<file path="src/rtl/cla_pkg.sv">
`default_nettype none
// ============================================================================
// Module      : cla_pkg
// Description : Shared constants, flag bundle and saturation helper for the
//               pipelined carry-lookahead adder/subtractor.
// Revision    : 1.0 - initial release
// ============================================================================
package cla_pkg;

  // Width of one lookahead group
  localparam int GROUP_W = 4;

  // Widest datapath the saturation helper can build a value for
  localparam int SAT_MAX_W = 256;

  // Arithmetic status flags reported alongside every result
  typedef struct packed {
    logic C;
    logic V;
    logic N;
    logic Z;
  } flags_t;

  // Clamp value for a signed overflow: 0111..1 when the overflow went
  // positive (neg=0), 1000..0 when it went negative (neg=1). Callers
  // size-cast the result down to their own width.
  function automatic logic [SAT_MAX_W-1:0] sat_value(input int unsigned width,
                                                     input logic        neg);
    logic [SAT_MAX_W-1:0] r;
    r = '0;
    for (int unsigned i = 0; i < SAT_MAX_W; i++) begin
      if (i + 1 < width) begin
        r[i] = ~neg;
      end else if (i + 1 == width) begin
        r[i] = neg;
      end
    end
    return r;
  endfunction

endpackage
`default_nettype wire

</file>
<file path="src/rtl/cla_group4.sv">
`default_nettype none
// ============================================================================
// Module      : cla_group4
// Description : Combinational 4-bit carry-lookahead group. Produces the
//               group sum plus group propagate/generate for the next level.
// Revision    : 1.0 - initial release
// ============================================================================
module cla_group4
  import cla_pkg::*;
(
  input  logic [GROUP_W-1:0] a,
  input  logic [GROUP_W-1:0] b,
  input  logic               add_sub,
  input  logic               cin,
  output logic [GROUP_W-1:0] sum,
  output logic               P,
  output logic               G
);

  logic [GROUP_W-1:0] w_bx;
  logic [GROUP_W-1:0] w_p;
  logic [GROUP_W-1:0] w_g;
  logic [GROUP_W-1:0] w_c;

  // b is inverted for subtract; the +1 comes from the caller's carry-in
  assign w_bx = b ^ {GROUP_W{add_sub}};
  assign w_p  = a ^ w_bx;
  assign w_g  = a & w_bx;

  // Bit-level lookahead carries inside the group
  assign w_c[0] = cin;
  assign w_c[1] = w_g[0] | (w_p[0] & cin);
  assign w_c[2] = w_g[1] | (w_p[1] & w_g[0]) | (w_p[1] & w_p[0] & cin);
  assign w_c[3] = w_g[2] | (w_p[2] & w_g[1]) | (w_p[2] & w_p[1] & w_g[0])
                | (w_p[2] & w_p[1] & w_p[0] & cin);

  assign sum = w_p ^ w_c;

  // Group terms are independent of cin so the upper level can look ahead
  assign P = &w_p;
  assign G = w_g[3] | (w_p[3] & w_g[2]) | (w_p[3] & w_p[2] & w_g[1])
           | (w_p[3] & w_p[2] & w_p[1] & w_g[0]);

endmodule
`default_nettype wire

</file>
<file path="src/rtl/cla_addsub_pipe.sv">
`default_nettype none
// ============================================================================
// Module      : cla_addsub_pipe
// Description : Pipelined two-level carry-lookahead adder/subtractor with
//               optional signed saturation and C/V/N/Z flags. Each stage
//               resolves one segment of 4-bit groups, LSB segment first, and
//               passes its carry to the next stage through a register.
//               A single global enable stalls every stage together.
// Revision    : 1.0 - initial release
// ============================================================================
module cla_addsub_pipe
  import cla_pkg::*;
#(
  parameter int WIDTH  = 32,  // multiple of 4, at least 8
  parameter int STAGES = 2    // 1..WIDTH/4, must divide WIDTH/4
) (
  input  logic             clk,
  input  logic             rst,
  input  logic             in_valid,
  output logic             in_ready,
  input  logic [WIDTH-1:0] a,
  input  logic [WIDTH-1:0] b,
  input  logic             carry_in,
  input  logic             add_sub,
  input  logic             sat,
  output logic             out_valid,
  input  logic             out_ready,
  output logic [WIDTH-1:0] sum_dif,
  output logic             C,
  output logic             V,
  output logic             N,
  output logic             Z
);

  localparam int NGROUPS = WIDTH / GROUP_W;
  localparam int GPS     = NGROUPS / STAGES;  // groups per stage
  localparam int SEG_W   = GPS * GROUP_W;     // bits per stage

  // Stage-input view: index 0 is the ports, index k>0 is the register
  // rank written by stage k-1.
  logic              w_en;
  logic [WIDTH-1:0]  w_a   [STAGES];
  logic [WIDTH-1:0]  w_b   [STAGES];
  logic [WIDTH-1:0]  w_sum [STAGES];
  logic [STAGES-1:0] w_cin;
  logic [STAGES-1:0] w_as;
  logic [STAGES-1:0] w_sat;
  logic [STAGES-1:0] w_vld;

  logic              out_valid_q;
  logic [WIDTH-1:0]  sum_dif_q;
  flags_t            flags_q;

  // Whole pipe moves only when the output slot is free or being drained
  assign w_en     = ~out_valid_q | out_ready;
  assign in_ready = w_en;

  assign w_a[0]   = a;
  assign w_b[0]   = b;
  assign w_sum[0] = '0;
  assign w_cin[0] = carry_in;
  assign w_as[0]  = add_sub;
  assign w_sat[0] = sat;
  assign w_vld[0] = in_valid;

  for (genvar k = 0; k < STAGES; k++) begin : g_stage
    localparam int LO = k * SEG_W;

    logic [SEG_W-1:0] w_seg_sum;
    logic [GPS-1:0]   w_gp;
    logic [GPS-1:0]   w_gg;
    logic [GPS:0]     w_gc;
    logic [WIDTH-1:0] w_sum_nxt;

    for (genvar j = 0; j < GPS; j++) begin : g_grp
      cla_group4 u_grp (
        .a       (w_a[k][LO + j*GROUP_W +: GROUP_W]),
        .b       (w_b[k][LO + j*GROUP_W +: GROUP_W]),
        .add_sub (w_as[k]),
        .cin     (w_gc[j]),
        .sum     (w_seg_sum[j*GROUP_W +: GROUP_W]),
        .P       (w_gp[j]),
        .G       (w_gg[j])
      );
    end

    // Second-level lookahead: each group carry as a flat sum of products
    always_comb begin
      logic prod;
      prod    = 1'b0;
      w_gc    = '0;
      w_gc[0] = w_cin[k];
      for (int j = 0; j < GPS; j++) begin
        prod = w_cin[k];
        for (int i = 0; i <= j; i++) begin
          prod = prod & w_gp[i];
        end
        w_gc[j+1] = prod;
        for (int i = 0; i <= j; i++) begin
          prod = w_gg[i];
          for (int m = i + 1; m <= j; m++) begin
            prod = prod & w_gp[m];
          end
          w_gc[j+1] = w_gc[j+1] | prod;
        end
      end
    end

    // Merge this segment's sum bits into the partial result
    always_comb begin
      w_sum_nxt             = w_sum[k];
      w_sum_nxt[LO +: SEG_W] = w_seg_sum;
    end

    if (k < STAGES - 1) begin : g_mid
      logic             vld_q;
      logic [WIDTH-1:0] a_q;
      logic [WIDTH-1:0] b_q;
      logic [WIDTH-1:0] sum_q;
      logic             cout_q;
      logic             as_q;
      logic             sat_q;

      // Stage occupancy: flushed by reset, advances with the global enable
      always_ff @(posedge clk) begin
        if (rst) begin
          vld_q <= 1'b0;
        end else if (w_en) begin
          vld_q <= w_vld[k];
        end
      end

      // Beat payload travels with its valid bit; no reset needed
      always_ff @(posedge clk) begin
        if (w_en) begin
          a_q    <= w_a[k];
          b_q    <= w_b[k];
          sum_q  <= w_sum_nxt;
          cout_q <= w_gc[GPS];
          as_q   <= w_as[k];
          sat_q  <= w_sat[k];
        end
      end

      assign w_a[k+1]   = a_q;
      assign w_b[k+1]   = b_q;
      assign w_sum[k+1] = sum_q;
      assign w_cin[k+1] = cout_q;
      assign w_as[k+1]  = as_q;
      assign w_sat[k+1] = sat_q;
      assign w_vld[k+1] = vld_q;
    end else begin : g_last
      logic             w_cin_msb;
      logic             w_v_raw;
      logic [WIDTH-1:0] w_res_d;
      flags_t           w_flags_d;

      // Overflow from the MSB carries, then optional clamp and flags
      always_comb begin
        w_cin_msb = w_sum_nxt[WIDTH-1] ^ w_a[k][WIDTH-1]
                  ^ w_b[k][WIDTH-1] ^ w_as[k];
        w_v_raw   = w_cin_msb ^ w_gc[GPS];
        w_res_d   = w_sum_nxt;
        if (w_sat[k] && w_v_raw) begin
          w_res_d = WIDTH'(sat_value(WIDTH, w_a[k][WIDTH-1]));
        end
        w_flags_d   = '0;
        w_flags_d.C = w_gc[GPS];
        w_flags_d.V = w_v_raw;
        w_flags_d.N = w_res_d[WIDTH-1];
        w_flags_d.Z = (w_res_d == '0);
      end

      // Output register: holds while the consumer is not ready
      always_ff @(posedge clk) begin
        if (rst) begin
          out_valid_q <= 1'b0;
          sum_dif_q   <= '0;
          flags_q     <= '0;
        end else if (w_en) begin
          out_valid_q <= w_vld[k];
          sum_dif_q   <= w_res_d;
          flags_q     <= w_flags_d;
        end
      end
    end
  end

  assign out_valid = out_valid_q;
  assign sum_dif   = sum_dif_q;
  assign C         = flags_q.C;
  assign V         = flags_q.V;
  assign N         = flags_q.N;
  assign Z         = flags_q.Z;

endmodule
`default_nettype wire

</file>
<file path="config.mk">
export PLATFORM = sky130hd
export DESIGN_NAME = cla_addsub_pipe
export DESIGN_NICKNAME = d
export VERILOG_FILES = /design/src/rtl/cla_pkg.sv /design/src/rtl/cla_group4.sv /design/src/rtl/cla_addsub_pipe.sv
export SDC_FILE = /design/constraint.sdc
export NUM_CORES = 1
export LEC_CHECK = 0
export ABC_AREA = 0
export ABC_CLOCK_PERIOD_IN_PS = 5000
export CAP_MARGIN = 20
export CORE_UTILIZATION = 51
export DETAILED_ROUTE_END_ITERATION = 10
export HOLD_SLACK_MARGIN = 0.05
export PLACE_DENSITY = 0.87
export SLEW_MARGIN = 10
export SYNTH_ARGS = -nofsm -noshare
export SYNTH_HDL_FRONTEND = slang
export SYNTH_HIERARCHICAL = 1
export SYNTH_SLANG_ARGS = --single-unit
</file>
<file path="constraint.sdc">
create_clock -name clk -period 5 [get_ports clk]
set_input_delay 0.5 -clock clk [delete_from_list [all_inputs] [get_ports clk]]
set_output_delay 0.5 -clock clk [all_outputs]
set_load 0.02 [all_outputs]
</file>
### Word-level counts from Yosys, hierarchy flattened

Index checks and enable logic that the tools add are counted.

* flip-flop bits (word level): 121
* bits of input ports: 71
* output and inout port bits: 38
* logic and storage cells: 287

* mux-type cells: 1
* bitwise logic cells: 263
* reduce and logical (&&, ||, !) cells: 10

Operator list (number)
* $and 1x1->1: 132
* $xor 4x4->4: 24
* $or 1x1->1: 93
* $and 4x4->4: 8
* $logic_not 32->1: 1
* $mux 32: 1
* $reduce_and 4->1: 8
* $xor 1x1->1: 4
* $not 1->1: 2
* $logic_and 1x1->1: 1

### Logic depth before layout (Yosys ltp)

* word-level depth: 21
* gate-level depth with buffers: 17
* mapped depth without buffers: 16

### By module

The synthesis kept the hierarchy.

Modules (own cells, without submodules)
* cla_addsub_pipe: times used 1, cells an instance 255, area an instance 3379.5 sq um, seq. area each 2272.2 sq um
* cla_group4: times used 8, cells an instance 22, area an instance 202.7 sq um, seq. area each 0.0 sq um

### Least setup slack after synthesis

No wires, ideal clock.

* path type: register to register
* start point: register g_stage[0].g_mid.as_q
* end point: register sum_dif_q[0] (netlist: sum_dif[0])
* arrival time: 3.767 ns
* data required time: 4.854 ns
* setup slack: 1.087 ns
* cell stages (with the launch flop): 18
* path through: edfxtp_1 -> xor2_1 -> ha_1 -> a21oi_1 -> nand2_1 -> a21o_1 -> a21oi_2 -> nand2_1 -> a21o_1 -> nand4_1 -> nand3_1 -> xor2_1 -> xor2_2 -> xor2_1 -> nand3_1 -> a41oi_2 -> buf_6 -> a211oi_2

* word-level cells in the longest chain between the ends: 20
* elaborated cells between the ends (all ways): 80

RTL lines
* start, declared: line cla_addsub_pipe.sv:121 `logic as_q;`
* start signal, assigned: line cla_addsub_pipe.sv:140 `as_q <= w_as[k];`
* $xor 4x4->4 *: line cla_group4.sv:26 `assign w_bx = b ^ {GROUP_W{add_sub}};`
* $xor 4x4->4 / $and 4x4->4 (equally long branches): line cla_group4.sv:27, cla_group4.sv:28
* $and 1x1->1, on equally long branches: line cla_group4.sv:41, cla_group4.sv:42
* $or 1x1->1, or another cell as far along: line cla_group4.sv:41 `assign G = w_g[3] | (w_p[3] & w_g[2]) | (w_p[3] & w_p[2] & w_g[1])`
* $or 1x1->1 / $and 1x1->1 (equally long branches): line cla_group4.sv:41, cla_group4.sv:42
* $or 1x1->1 *: line cla_group4.sv:42 `| (w_p[3] & w_p[2] & w_p[1] & w_g[0]);`
* net g_stage[1].w_gg[0]: line cla_addsub_pipe.sv:71 `logic [GPS-1:0] w_gg;`
* $and 1x1->1 * (2 in a row): line cla_addsub_pipe.sv:102 `prod = prod & w_gp[m];`
* [... 3 more ...]
* net g_stage[1].w_gc[3]: line cla_addsub_pipe.sv:72 `logic [GPS:0] w_gc;`
* [... 1 more ...]
* $or 1x1->1 *: line cla_group4.sv:35 `| (w_p[2] & w_p[1] & w_p[0] & cin);`
* $xor 4x4->4 *: line cla_group4.sv:37 `assign sum = w_p ^ w_c;`
* net g_stage[1].w_seg_sum[15]: line cla_addsub_pipe.sv:69 `logic [SEG_W-1:0] w_seg_sum;`
* $xor 1x1->1 *: line cla_addsub_pipe.sv:160 `w_cin_msb = w_sum_nxt[WIDTH-1] ^ w_a[k][WIDTH-1]`
* $xor 1x1->1 * (2 in a row): line cla_addsub_pipe.sv:161 `^ w_b[k][WIDTH-1] ^ w_as[k];`
* $xor 1x1->1 *: line cla_addsub_pipe.sv:162 `w_v_raw = w_cin_msb ^ w_gc[GPS];`
* $logic_and 1x1->1 *: line cla_addsub_pipe.sv:164 `if (w_sat[k] && w_v_raw) begin`
* $mux 32 *: line cla_addsub_pipe.sv:164
* end signal, assigned: line cla_addsub_pipe.sv:182 `sum_dif_q <= w_res_d;`
* end, declared: line cla_addsub_pipe.sv:51 `logic [WIDTH-1:0] sum_dif_q;`

Mark *: on every way through the listed nets, which the timed path passes. The rest lies on a longest branch.
A chain may end at the register's enable or synchronous reset.

### Worst setup path after layout

* start point: register g_stage[0].g_mid.as_q
* end point: register sum_dif_q[29] (netlist: sum_dif[29])

The elaborated chain is that of the path after synthesis.

==> results.txt <==
Routability cong.: 0.908
Crit share post-route: 91.1%
Synth area leaders: edfxtp_1 (31%), dfxtp_1 (15%), ha_1 (10%)
WHS Path Cells: 2
Measured slew at the worst slew-check pin: 0.990 ns
Critical Path AT: 4.75 ns
Share of layout cells above drive strength 1: 13.7%
Die ar.: 10,200 um^2
Initial Utilization: 53.4%
Syn_area_per_cell: 11.6 um^2
Skew-Pair Late Insertion Delay: 0.36 ns
Max-Cap Viols: 0
Routed Antenna Nets: 0
Placed insts: 659
Worst EP required: 5.19 ns
CTS clock-pin slew for the worst setup and hold paths: 0.09 ns
Diodes inserted: 0
Asr flop ratio synth: 0%
Root buffer cell: clkbuf_8
Largest net degree at the start of global routing: 90
First-pass GRT wire length: 18.1 mm
Critical Path Sink Type: flop
Commonest non-fill, non-tap cells in the layout: clkdlybuf4s50_1 (107), nand3_1 (51), edfxtp_1 (51)
FF-to-FF Start: g_stage[0].g_mid.as_q
Die X: 101 um
Fin. max-slew vios: 0
Prevailing post-synth register cell: edfxtp_1
# port buffers: 108
Vias per cell: 5.53
Post-synth EDFFs: 51
Hold slack: 0.462 ns
Post-CTS sizing: 0
Nets: 660
Commonest non-fill, non-tap cell in the layout: clkdlybuf4s50_1
FMAX: 0.220 GHz
CTS H-tree depth: 3
Cells on worst reg2reg path: 17
DR iter-0 viols: 253
Total power draw: 2550 uW
Clock skew: 0.0114 ns
DIE HEIGHT: 101 um
Area share of the largest cell type after synthesis: 30.6%
DRT Wirelength: 11.1 mm
R2r endpoint: sum_dif[29]
Setup TNS: 0 ns
Rel. slew slack: 34.0%
CP Launch Type: flop
Hold-fix buffers, CTS: 0
Yosys Warn Count: 6
Biggest area consumer among synthesized cells: edfxtp_1
Total gr overflow: 0
GRT Total Usage: 23.0%
CTS tree: done
PwrDens: 396 nW/um^2
Vias in the first global route: 3,798
CP Class: reg -> reg
Routed vias: 3,730
Io pins: 109
Hold Startpoint: g_stage[0].g_mid.vld_q
Pre-antenna DRT Iters: 5
Post-layout minimum cycle time: 4.55 ns
CORE AREA: 9370 um^2
Post-route insts no fill: 675
Number of buffers created by CTS: 9
Peak supply drop: 0.168 mV
DRC Markers: 0
Floorplan row count: 35
Count of final setup violators: 0
Worst min path class: reg -> reg
Static Leak: 0.00267 uW
Synthesized area: 5000 um^2
Core Util, Final: 68.8%
Synth Instances: 431
RSZ-0062 raised after global routing: no
Clk buf depth: 2
WL per Instance: 16.5 um
Flop2flop setup slack: 0.45 ns
Yosys reg bits: 88
Setup repair bufs after CTS: 0
Outcome: finished, final reports clean
Hold Path End: g_stage[0].g_mid.vld_q
Distinct cells, synth: 34
Register area share after synthesis: 45.4%
Initial antenna violation count: 0
CP Max Fanout: 13
Syn_nets: 550
Hold Fails Final Rpt: 0
CTS sink count: 88
Area growth syn-to-layout: 28.9%
Post-DP HPWL: 8.18 mm
[worst max-delay path: stages (launching register included)]
cell	delay, ns
edfxtp_1	0.60
xor2_1	0.24
ha_1	0.37
a21oi_1	0.21
nand2_1	0.08
a21o_1	0.21
a21oi_2	0.18
nand2_1	0.15
a21o_1	0.25
nand4_1	0.11
nand3_1	0.10
xor2_1	0.32
xor2_2	0.22
xor2_1	0.21
nand3_1	0.17
a41oi_4	0.62
buf_4	0.29
a211oi_2	0.08
[cell families after synthesis]
| group | count (synthesis) | synth area share (%) |
|---|---|---|
| AOI/OAI and AO/OA | 83 | 15.3 |
| xor gates and xnor gates | 60 | 10.7 |
| and+or+nand+nor | 132 | 13.2 |
| DFF | 88 | 45.4 |
| buffers and inverters | 20 | 2.18 |
| adders and majority gates | 48 | 13.2 |
[flip-flops by register name, summed over array words and instances, names as in the netlist]
| name | cells |
|---|---|
| g_stage.g_mid.as_q | 1 |
| g_stage.g_mid.b_q | 16 |
| g_stage.g_mid.sat_q | 1 |
| out_valid | 1 |
| C | 1 |
| V | 1 |
| Z | 1 |
| g_stage.g_mid.a_q | 16 |
| N | 1 |
| g_stage.g_mid.cout_q | 1 |
| sum_dif | 31 |
| g_stage.g_mid.vld_q | 1 |
| g_stage.g_mid.sum_q | 16 |
[area by class of cell]
| class | count | area (um^2) |
|---|---|---|
| multi-input combinational | 323 | 2630 |
| inverter | 2 | 8.76 |
| clock inverter | 5 | 62.6 |
| timing repair buffer | 117 | 1160 |
| fill | 681 | 2930 |
| sequential | 88 | 2270 |
| tap | 129 | 161 |
| clock buffer | 11 | 153 |
[worst max path at each step]
stage	start	to	slack [ns]	cells after the start
finish	g_stage[0].g_mid.as_q	sum_dif[29]	0.45	17
global route	g_stage[0].g_mid.as_q	sum_dif[29]	0.16	17
CTS	g_stage[0].g_mid.as_q	sum_dif[29]	0.47	17
detailed placement	g_stage[0].g_mid.as_q	sum_dif[29]	0.51	17
global placement	g_stage[0].g_mid.as_q	sum_dif[24]	0.69	17
floorplan	g_stage[0].g_mid.as_q	sum_dif[0]	1.09	17
[through the flow]
| stage | setup WS (ns) | area, um^2 |
|---|---|---|
| after floorplan | 1.09 | 5000 |
| after global placement | 0.694 | 6230 |
| after detailed placement | 0.514 | 6230 |
| after CTS | 0.469 | 6440 |
| after global routing | 0.163 | 6440 |
| final | 0.446 | 6440 |
[where the power goes]
part           internal (uW)  switching, uW  total [uW]
clock network            264            252         516
registers                927           99.2        1030
logic                    471            540        1010
[Yosys cell counts (8+ instances only)]
master    count
a21oi_1      12
nor2_1       38
nand4_1      10
nand3_1      51
clkbuf_1      8
nand2_1      14
a21o_1       24
and4_2        8
xnor2_1      10
edfxtp_1     51
dfxtp_1      37
xor2_1       49
ha_1         40
a21oi_2       9
a211oi_2     30
fa_1          8
[per-layer routing]
| metal | global-route usage (%) | share of wire, % |
|---|---|---|
| met1 | 26.5 | 39 |
| met2 | 41.8 | 53 |
| met3 | 3.95 | 5.7 |
| met4 | 10.4 | 2.1 |
| met5 | 0 | 0 |
Power figures use the tool's default switching activity.
